### config.mk
export PLATFORM = sky130hd
export DESIGN_NAME = vid_pattern_gen_flat
export DESIGN_NICKNAME = d
export VERILOG_FILES = /design/src/rtl/vid_pkg.sv /design/src/rtl/vid_pattern_gen_if.sv /design/src/rtl/vid_xy_counter.sv /design/src/rtl/vid_pattern_gen.sv /design/src/flat_wrapper.sv
export SDC_FILE = /design/constraint.sdc
export NUM_CORES = 1
export LEC_CHECK = 0
export CAP_MARGIN = 10
export CORE_MARGIN = 10
export CORE_UTILIZATION = 40
export CTS_CLUSTER_SIZE = 14
export DETAILED_ROUTE_END_ITERATION = 10
export GPL_TIMING_DRIVEN = 0
export SLEW_MARGIN = 20
export SYNTH_ARGS = -nofsm -noshare
export SYNTH_HDL_FRONTEND = slang
export SYNTH_HIERARCHICAL = 1
export SYNTH_SLANG_ARGS = --single-unit
### constraint.sdc
create_clock -name clk -period 4.2 [get_ports clk]
set_input_delay 0.84 -clock clk [delete_from_list [all_inputs] [get_ports clk]]
set_output_delay 0.84 -clock clk [all_outputs]
set_load 0.02 [all_outputs]
### src/rtl/vid_pkg.sv
// Shared types and constants for the video pattern generator.
// Bar masks are {R,G,B} on/off bits, expanded to full pixels by mask_to_pixel.
package vid_pkg;

    typedef enum logic [1:0] {
        PAT_RAMP  = 2'd0,
        PAT_BARS  = 2'd1,
        PAT_CHECK = 2'd2,
        PAT_SOLID = 2'd3
    } pat_mode_e;

    typedef enum logic {
        ST_IDLE   = 1'b0,
        ST_ACTIVE = 1'b1
    } hs_state_e;

    localparam int MAX_COLOR_W = 16;

    // white, yellow, cyan, green, magenta, red, blue, black
    localparam logic [2:0] BAR_MASK [8] = '{
        3'b111, 3'b110, 3'b011, 3'b010, 3'b101, 3'b100, 3'b001, 3'b000
    };

    function automatic logic [3*MAX_COLOR_W-1:0] mask_to_pixel(input logic [2:0] mask,
                                                              input int color_w);
        logic [3*MAX_COLOR_W-1:0] pix;
        pix = '0;
        for (int i = 0; i < MAX_COLOR_W; i++) begin
            if (i < color_w) begin
                pix[i]             = mask[0];
                pix[color_w + i]   = mask[1];
                pix[2*color_w + i] = mask[2];
            end
        end
        return pix;
    endfunction

endpackage

### src/rtl/vid_pattern_gen_if.sv
// Pixel stream with valid/ready handshake and frame/line markers.
interface vid_pattern_gen_if #(
    parameter int DATA_W = 24
);
    logic              out_valid;
    logic              out_ready;
    logic [DATA_W-1:0] out_data;
    logic              out_sof;
    logic              out_eol;
    logic              out_eof;

    modport master (
        output out_valid, out_data, out_sof, out_eol, out_eof,
        input  out_ready
    );

    modport slave (
        input  out_valid, out_data, out_sof, out_eol, out_eof,
        output out_ready
    );
endinterface

### src/rtl/vid_xy_counter.sv
// Raster position counter: x/y plus colour-bar index, advanced one pixel per pulse.
// Outputs describe the position that will be emitted on the next advance.
module vid_xy_counter
    import vid_pkg::*;
#(
    parameter int H_ACTIVE = 640,
    parameter int V_ACTIVE = 480,
    localparam int XW      = (H_ACTIVE > 1) ? $clog2(H_ACTIVE) : 1,
    localparam int YW      = (V_ACTIVE > 1) ? $clog2(V_ACTIVE) : 1
) (
    input  logic          clk,
    input  logic          rst,
    input  logic          advance_i,
    output logic [XW-1:0] x_o,
    output logic [YW-1:0] y_o,
    output logic [2:0]    bar_o,
    output logic          sof_o,
    output logic          eol_o,
    output logic          eof_o
);

    localparam int BAR_W = H_ACTIVE / 8;
    localparam int BW    = (BAR_W > 1) ? $clog2(BAR_W) : 1;

    localparam logic [XW-1:0] X_LAST = XW'(H_ACTIVE - 1);
    localparam logic [YW-1:0] Y_LAST = YW'(V_ACTIVE - 1);
    localparam logic [BW-1:0] B_LAST = BW'(BAR_W - 1);

    logic [XW-1:0] x_q, x_d;
    logic [YW-1:0] y_q, y_d;
    logic [BW-1:0] bcnt_q, bcnt_d;
    logic [2:0]    bar_q, bar_d;
    logic          x_last, y_last;

    assign x_last = (x_q == X_LAST);
    assign y_last = (y_q == Y_LAST);

    // bcnt tracks the offset inside the current bar, so no divide by BAR_W is needed
    always_comb begin
        x_d    = x_q;
        y_d    = y_q;
        bcnt_d = bcnt_q;
        bar_d  = bar_q;
        if (advance_i) begin
            if (x_last) begin
                x_d    = '0;
                bcnt_d = '0;
                bar_d  = '0;
                y_d    = y_last ? '0 : y_q + 1'b1;
            end else begin
                x_d = x_q + 1'b1;
                if (bcnt_q == B_LAST) begin
                    bcnt_d = '0;
                    bar_d  = bar_q + 1'b1;
                end else begin
                    bcnt_d = bcnt_q + 1'b1;
                end
            end
        end
    end

    always_ff @(posedge clk) begin
        if (rst) begin
            x_q    <= '0;
            y_q    <= '0;
            bcnt_q <= '0;
            bar_q  <= '0;
        end else begin
            x_q    <= x_d;
            y_q    <= y_d;
            bcnt_q <= bcnt_d;
            bar_q  <= bar_d;
        end
    end

    assign x_o   = x_q;
    assign y_o   = y_q;
    assign bar_o = bar_q;
    assign sof_o = (x_q == '0) && (y_q == '0);
    assign eol_o = x_last;
    assign eof_o = x_last && y_last;

endmodule

### src/rtl/vid_pattern_gen.sv
// Video pattern source: ramp, colour bars, checkerboard or solid colour on a
// valid/ready pixel stream, with pattern selection latched once per frame.
//
//   state     | meaning
//   ST_IDLE   | no beat pending, out_valid low
//   ST_ACTIVE | beat held in output register, out_valid high
module vid_pattern_gen
    import vid_pkg::*;
#(
    parameter int COLOR_W    = 8,
    parameter int H_ACTIVE   = 640,
    parameter int V_ACTIVE   = 480,
    parameter int CHECK_LOG2 = 5,
    parameter int FCNT_W     = 16
) (
    input  logic                   clk,
    input  logic                   rst,
    input  logic                   en,
    input  logic [1:0]             mode,
    input  logic [3*COLOR_W-1:0]   solid_color,
    vid_pattern_gen_if.master      out_if,
    output logic [FCNT_W-1:0]      frame_cnt
);

    localparam int DATA_W = 3 * COLOR_W;
    localparam int XW     = (H_ACTIVE > 1) ? $clog2(H_ACTIVE) : 1;
    localparam int YW     = (V_ACTIVE > 1) ? $clog2(V_ACTIVE) : 1;

    hs_state_e         state_q, state_d;
    logic              load;
    logic              xfer;

    logic [XW-1:0]     pos_x;
    logic [YW-1:0]     pos_y;
    logic [2:0]        pos_bar;
    logic              pos_sof, pos_eol, pos_eof;

    pat_mode_e         mode_q, mode_sel;
    logic [DATA_W-1:0] solid_q, solid_sel;
    logic [DATA_W-1:0] ramp_q;
    logic [DATA_W-1:0] pix_d;
    logic              chk_x, chk_y;

    logic [DATA_W-1:0] data_q;
    logic              sof_q, eol_q, eof_q;
    logic [FCNT_W-1:0] fcnt_q;

    assign xfer = (state_q == ST_ACTIVE) && out_if.out_ready;

    always_comb begin
        state_d = state_q;
        load    = 1'b0;
        case (state_q)
            ST_IDLE: begin
                if (en) begin
                    state_d = ST_ACTIVE;
                    load    = 1'b1;
                end
            end
            ST_ACTIVE: begin
                if (xfer) begin
                    if (en) load = 1'b1;
                    else    state_d = ST_IDLE;
                end
            end
            default: state_d = ST_IDLE;
        endcase
    end

    // The counter points at the next pixel to load, so it advances on load.
    vid_xy_counter #(
        .H_ACTIVE (H_ACTIVE),
        .V_ACTIVE (V_ACTIVE)
    ) u_xy (
        .clk       (clk),
        .rst       (rst),
        .advance_i (load),
        .x_o       (pos_x),
        .y_o       (pos_y),
        .bar_o     (pos_bar),
        .sof_o     (pos_sof),
        .eol_o     (pos_eol),
        .eof_o     (pos_eof)
    );

    // Pixel (0,0) must already use the new selection, hence the bypass.
    assign mode_sel  = pos_sof ? pat_mode_e'(mode) : mode_q;
    assign solid_sel = pos_sof ? solid_color : solid_q;

    assign chk_x = |((pos_x >> CHECK_LOG2) & XW'(1));
    assign chk_y = |((pos_y >> CHECK_LOG2) & YW'(1));

    always_comb begin
        pix_d = '0;
        case (mode_sel)
            PAT_RAMP:  pix_d = ramp_q;
            PAT_BARS:  pix_d = DATA_W'(mask_to_pixel(BAR_MASK[pos_bar], COLOR_W));
            PAT_CHECK: pix_d = (chk_x ^ chk_y) ? '1 : '0;
            PAT_SOLID: pix_d = solid_sel;
            default:   pix_d = '0;
        endcase
    end

    always_ff @(posedge clk) begin
        if (rst) begin
            state_q <= ST_IDLE;
            data_q  <= '0;
            sof_q   <= 1'b0;
            eol_q   <= 1'b0;
            eof_q   <= 1'b0;
            ramp_q  <= '0;
            mode_q  <= PAT_RAMP;
            solid_q <= '0;
            fcnt_q  <= '0;
        end else begin
            state_q <= state_d;
            if (load) begin
                data_q <= pix_d;
                sof_q  <= pos_sof;
                eol_q  <= pos_eol;
                eof_q  <= pos_eof;
                ramp_q <= ramp_q + 1'b1;
                if (pos_sof) begin
                    mode_q  <= pat_mode_e'(mode);
                    solid_q <= solid_color;
                end
            end
            if (xfer && eof_q) fcnt_q <= fcnt_q + 1'b1;
        end
    end

    assign out_if.out_valid = (state_q == ST_ACTIVE);
    assign out_if.out_data  = data_q;
    assign out_if.out_sof   = sof_q;
    assign out_if.out_eol   = eol_q;
    assign out_if.out_eof   = eof_q;
    assign frame_cnt        = fcnt_q;

endmodule

### src/flat_wrapper.sv
// flat-port wrapper written by rule: the top's interface ports become plain ports
module vid_pattern_gen_flat import vid_pkg::*;
#(
    parameter int COLOR_W    = 8,
    parameter int H_ACTIVE   = 640,
    parameter int V_ACTIVE   = 480,
    parameter int CHECK_LOG2 = 5,
    parameter int FCNT_W     = 16
)
  (clk, rst, en, mode, solid_color, frame_cnt, out_if_out_valid, out_if_out_data, out_if_out_sof, out_if_out_eol, out_if_out_eof, out_if_out_ready);
  vid_pattern_gen_if #(.DATA_W((24))) out_if_i ();
  input  logic clk;
  input  logic rst;
  input  logic en;
  input  logic [1:0] mode;
  input  logic [3*COLOR_W-1:0] solid_color;
  output logic [FCNT_W-1:0] frame_cnt;
  output wire logic [$bits(out_if_i.out_valid)-1:0] out_if_out_valid;
  output wire logic [$bits(out_if_i.out_data)-1:0] out_if_out_data;
  output wire logic [$bits(out_if_i.out_sof)-1:0] out_if_out_sof;
  output wire logic [$bits(out_if_i.out_eol)-1:0] out_if_out_eol;
  output wire logic [$bits(out_if_i.out_eof)-1:0] out_if_out_eof;
  input wire logic [$bits(out_if_i.out_ready)-1:0] out_if_out_ready;
  assign out_if_out_valid = out_if_i.out_valid;
  assign out_if_out_data = out_if_i.out_data;
  assign out_if_out_sof = out_if_i.out_sof;
  assign out_if_out_eol = out_if_i.out_eol;
  assign out_if_out_eof = out_if_i.out_eof;
  assign out_if_i.out_ready = out_if_out_ready;
  vid_pattern_gen #(.COLOR_W(COLOR_W), .H_ACTIVE(H_ACTIVE), .V_ACTIVE(V_ACTIVE), .CHECK_LOG2(CHECK_LOG2), .FCNT_W(FCNT_W)) u_core (.clk(clk), .rst(rst), .en(en), .mode(mode), .solid_color(solid_color), .out_if(out_if_i), .frame_cnt(frame_cnt));
endmodule
==> results.toml <==
[final_layout]
fin_cells = 950
final_cell_mix = "dfxtp_1 (123), nand2_1 (85), clkdlybuf4s50_1 (72), a21oi_1 (67), nor2_1 (63)"
multiInputGateArea_um2 = 3070
register_area_um2 = 2460
final_nets = 796
syn2layout_area_growth_pct = 27.4
n_antenna_cell = 0
drive_gt1_share_pct = 12.1
fillCellCount = 1314
mostFrequentLayoutCell = "dfxtp_1"

[status]
status = "completed"

[sta]
fin_skew_ns = 0.0114
finalSetupViolations = 0
finalCritPeriodShare_pct = 74.8
layout_setup_ws_ns = 1.06
slew_headroom_pct = 53.1
report.final.slew_viol_count = 0
rsz0062_at_grt = "no"
post-route-min-period_ns = 3.14
hold_viol_final = 0
fin_tns_setup_ns = 0
hold_slack_ns = 0.453
fmax_mhz = 318
tightest_slew_ns = 0.704

[clock_tree]
postCtsSetupBuffers = 0
holdBufCountCts = 0
clkTransAtPathRegs_ns = 0.05
cts_inserted_buffers = 17
cts_sinks = 123
insertion_delay_ns = 0.42
clockRootBuffer = "clkbuf_16"
clk_path_buf_depth = 2
cts_resized = 0
cts_tree = "yes"
h-tree-depth = 4

[worst_setup_path]
cp_common_cell = "buf_2"
crit_path_start_kind = "primary input"
cpMaxStageDelayCell = "clkdlybuf4s50_1"
crit_arrival_ns = 3.49
critPathMaxStageDelay_ns = 0.53
reg2reg_from = "u_core/u_xy/y_o[5]"
critical_path.top_delay_family = "buffers and inverters"
setup.worst_path.start = "out_if_out_ready"
cp_max_fo = 16
required_ns = 4.55
crit_chain = "clkdlybuf4s50_1 > nand2b_1 > buf_6 > nand2_1 > inv_1 > buf_2 > and3_1 > buf_2 > nand3_4 > or4b_1 > a21oi_1"
crit_path_end_kind = "flop"
crit_buf_inv = 5
critPathKind = "primary input to flop"

[placed_design]
dpl.cell_count = 919
port_buffers = 72
dp_hpwl_um = 11900
dp_slack_ns = 0.652
gp_congestion = 0.806

[yosys]
synthAdderAreaFrac_pct = 1.73
synth-seq-cells = 123
yosysSeqAreaShare_pct = 42.6
syn_inst = 667
synth_edf_count = 0
synthesis.nets = 705
synth_area_leaders = "dfxtp_1 (43%), a21oi_1 (5.8%), nand2_1 (5.5%), mux2_2 (4.9%), nor2_1 (4.1%)"
synthFlopType = "dfxtp_1"
synth_top_area_share_pct = 42.6
synth-compound-area-share_pct = 16.2
yosys_warnings = 6
synthSimpleGateAreaFrac_pct = 25.4
syn-cell-area_um2 = 5780
synth.distinct_cells = 53
synthMuxAreaShare_pct = 5.05
synth_xor_xnor_area_share_pct = 4.70
synth_top_family_by_area = "simple AND/OR/NAND/NOR gates"
synth_top_area_cell = "dfxtp_1"
async_flop_share_pct = 0
syn_avg_cell_area_um2 = 8.66

[detailed_routing]
ant_nets = 0
drtIter0Drc = 379
drt-pass1-iter-count = 6
finalWirelength_um = 16300
wl_per_cell_um = 17.1
vias_per_cell = 5.51
detailroute.via_count = 5234
drcViolationCount = 0

[floorplanning]
pin_count = 74
die_w_um = 140
die_h_um = 140
die_area_um2 = 19700
rows = 43
coreArea_um2 = 14000
start_util_pct = 41.1

[worst_hold_path]
hold_path_class = "flop to flop"
hold_start = "u_core/solid_q[0]"

[job]
max-cap-violations = 0

[global_routing]
grt_pass1_wl_um = 26400
grt_usage_pct = 16.3
grt_max_degree = 17
grt-ovfl-total = 0
grt_pass1_vias = 4968
antenna_found_initial = 0

[pwr]
p_leak_nw = 2.58
p_per_area_nw_per_um2 = 429
ir_drop_mv = 0.291
power_mw = 3.15
metrics by stage:
stage / utilization (%) / instance area [µm²]
2_1_floorplan: - / 5780
3_3_place_gp: 47.9 / 6720
3_5_place_dp: 47.9 / 6720
4_1_cts: 52.4 / 7360
5_1_grt: 52.4 / 7360
6_report: 52.4 / 7360
path summary, 6_finish.rpt:
kind | end | slack, ns | depth (start not counted)
worst max-delay path | u_core/u_xy/y_o[6] | 1.06 | 11
worst min-delay path | u_core/solid_q[0] | 0.45 | 2
worst min register to register | u_core/solid_q[0] | 0.45 | 2
worst max register to register | u_core/out_if.out_data[5] | 1.45 | 10
synthesized netlist by cell type, types with 2 or more instances:
| cell | number |
|---|---|
| dfxtp_1 | 123 |
| nand2_1 | 85 |
| a21oi_1 | 67 |
| nor2_1 | 63 |
| nand3_1 | 26 |
| mux2_2 | 25 |
| a211oi_1 | 24 |
| a22oi_1 | 24 |
| nand4_1 | 19 |
| xor2_1 | 19 |
| clkbuf_1 | 18 |
| buf_2 | 16 |
| o31ai_1 | 14 |
| or4_1 | 14 |
| o21ai_0 | 13 |
| or3_1 | 13 |
| and3_1 | 12 |
| xnor2_1 | 12 |
| inv_1 | 10 |
| ha_1 | 8 |
| and4_1 | 7 |
| nand2b_1 | 6 |
| buf_6 | 4 |
| and2_1 | 3 |
| nand3b_1 | 3 |
| nor3_1 | 3 |
| nor3_2 | 3 |
| nor4_1 | 3 |
| a31o_1 | 2 |
| and4_4 | 2 |
| nand3_2 | 2 |
| nor4b_1 | 2 |
| or3b_2 | 2 |
power by group:
part | switching, mW | internal, mW
registers | 0.0288 | 1.21
clock network | 0.512 | 1.07
logic | 0.192 | 0.144
total | 0.733 | 2.42
worst register-to-register path, delay by kind of cell, from the launching register on:
| family | cells | cell delay [ns] |
|---|---|---|
| flops | 1 | 0.41 |
| buf+inv | 3 | 0.79 |
| compound gates | 3 | 0.67 |
| simple gates | 4 | 0.78 |
flip-flops by register name, summed over array words and instances, names as in the netlist:
register                 count
u_core/u_xy/bar_o            3
u_core/out_if.out_eof        1
u_core/u_xy/y_o              9
u_core/out_if.out_data      24
u_core/mode_q                2
u_core/out_if.out_sof        1
u_core/ramp_q               24
u_core/u_xy/bcnt_q           7
u_core/u_xy/x_o             10
u_core/solid_q              24
u_core/frame_cnt            16
u_core/out_if.out_valid      1
u_core/out_if.out_eol        1
cells by family after synthesis:
group,after synthesis
simple gates,278
compound gates,150
flops,123
buf+inv,51
xor+xnor,31
mux,26
fa+ha+maj,8
metal layers:
metal,track usage [%],wire [µm]
met4,4.95,184
met2,25.0,7430
met3,4.97,948
met1,21.5,7720
met5,0,0
area by class of cell:
| type | count | area share, % |
|---|---|---|
| Tap cell | 180 | 3.06 |
| Multi-Input combinational cell | 493 | 41.6 |
| Inverter | 11 | 0.561 |
| Buffer | 40 | 2.84 |
| Timing Repair Buffer | 72 | 9.79 |
| Clock buffer | 24 | 6.82 |
| Clock inverter | 7 | 1.84 |
| Sequential cell | 123 | 33.5 |
(Power assumes the default switching activity.)
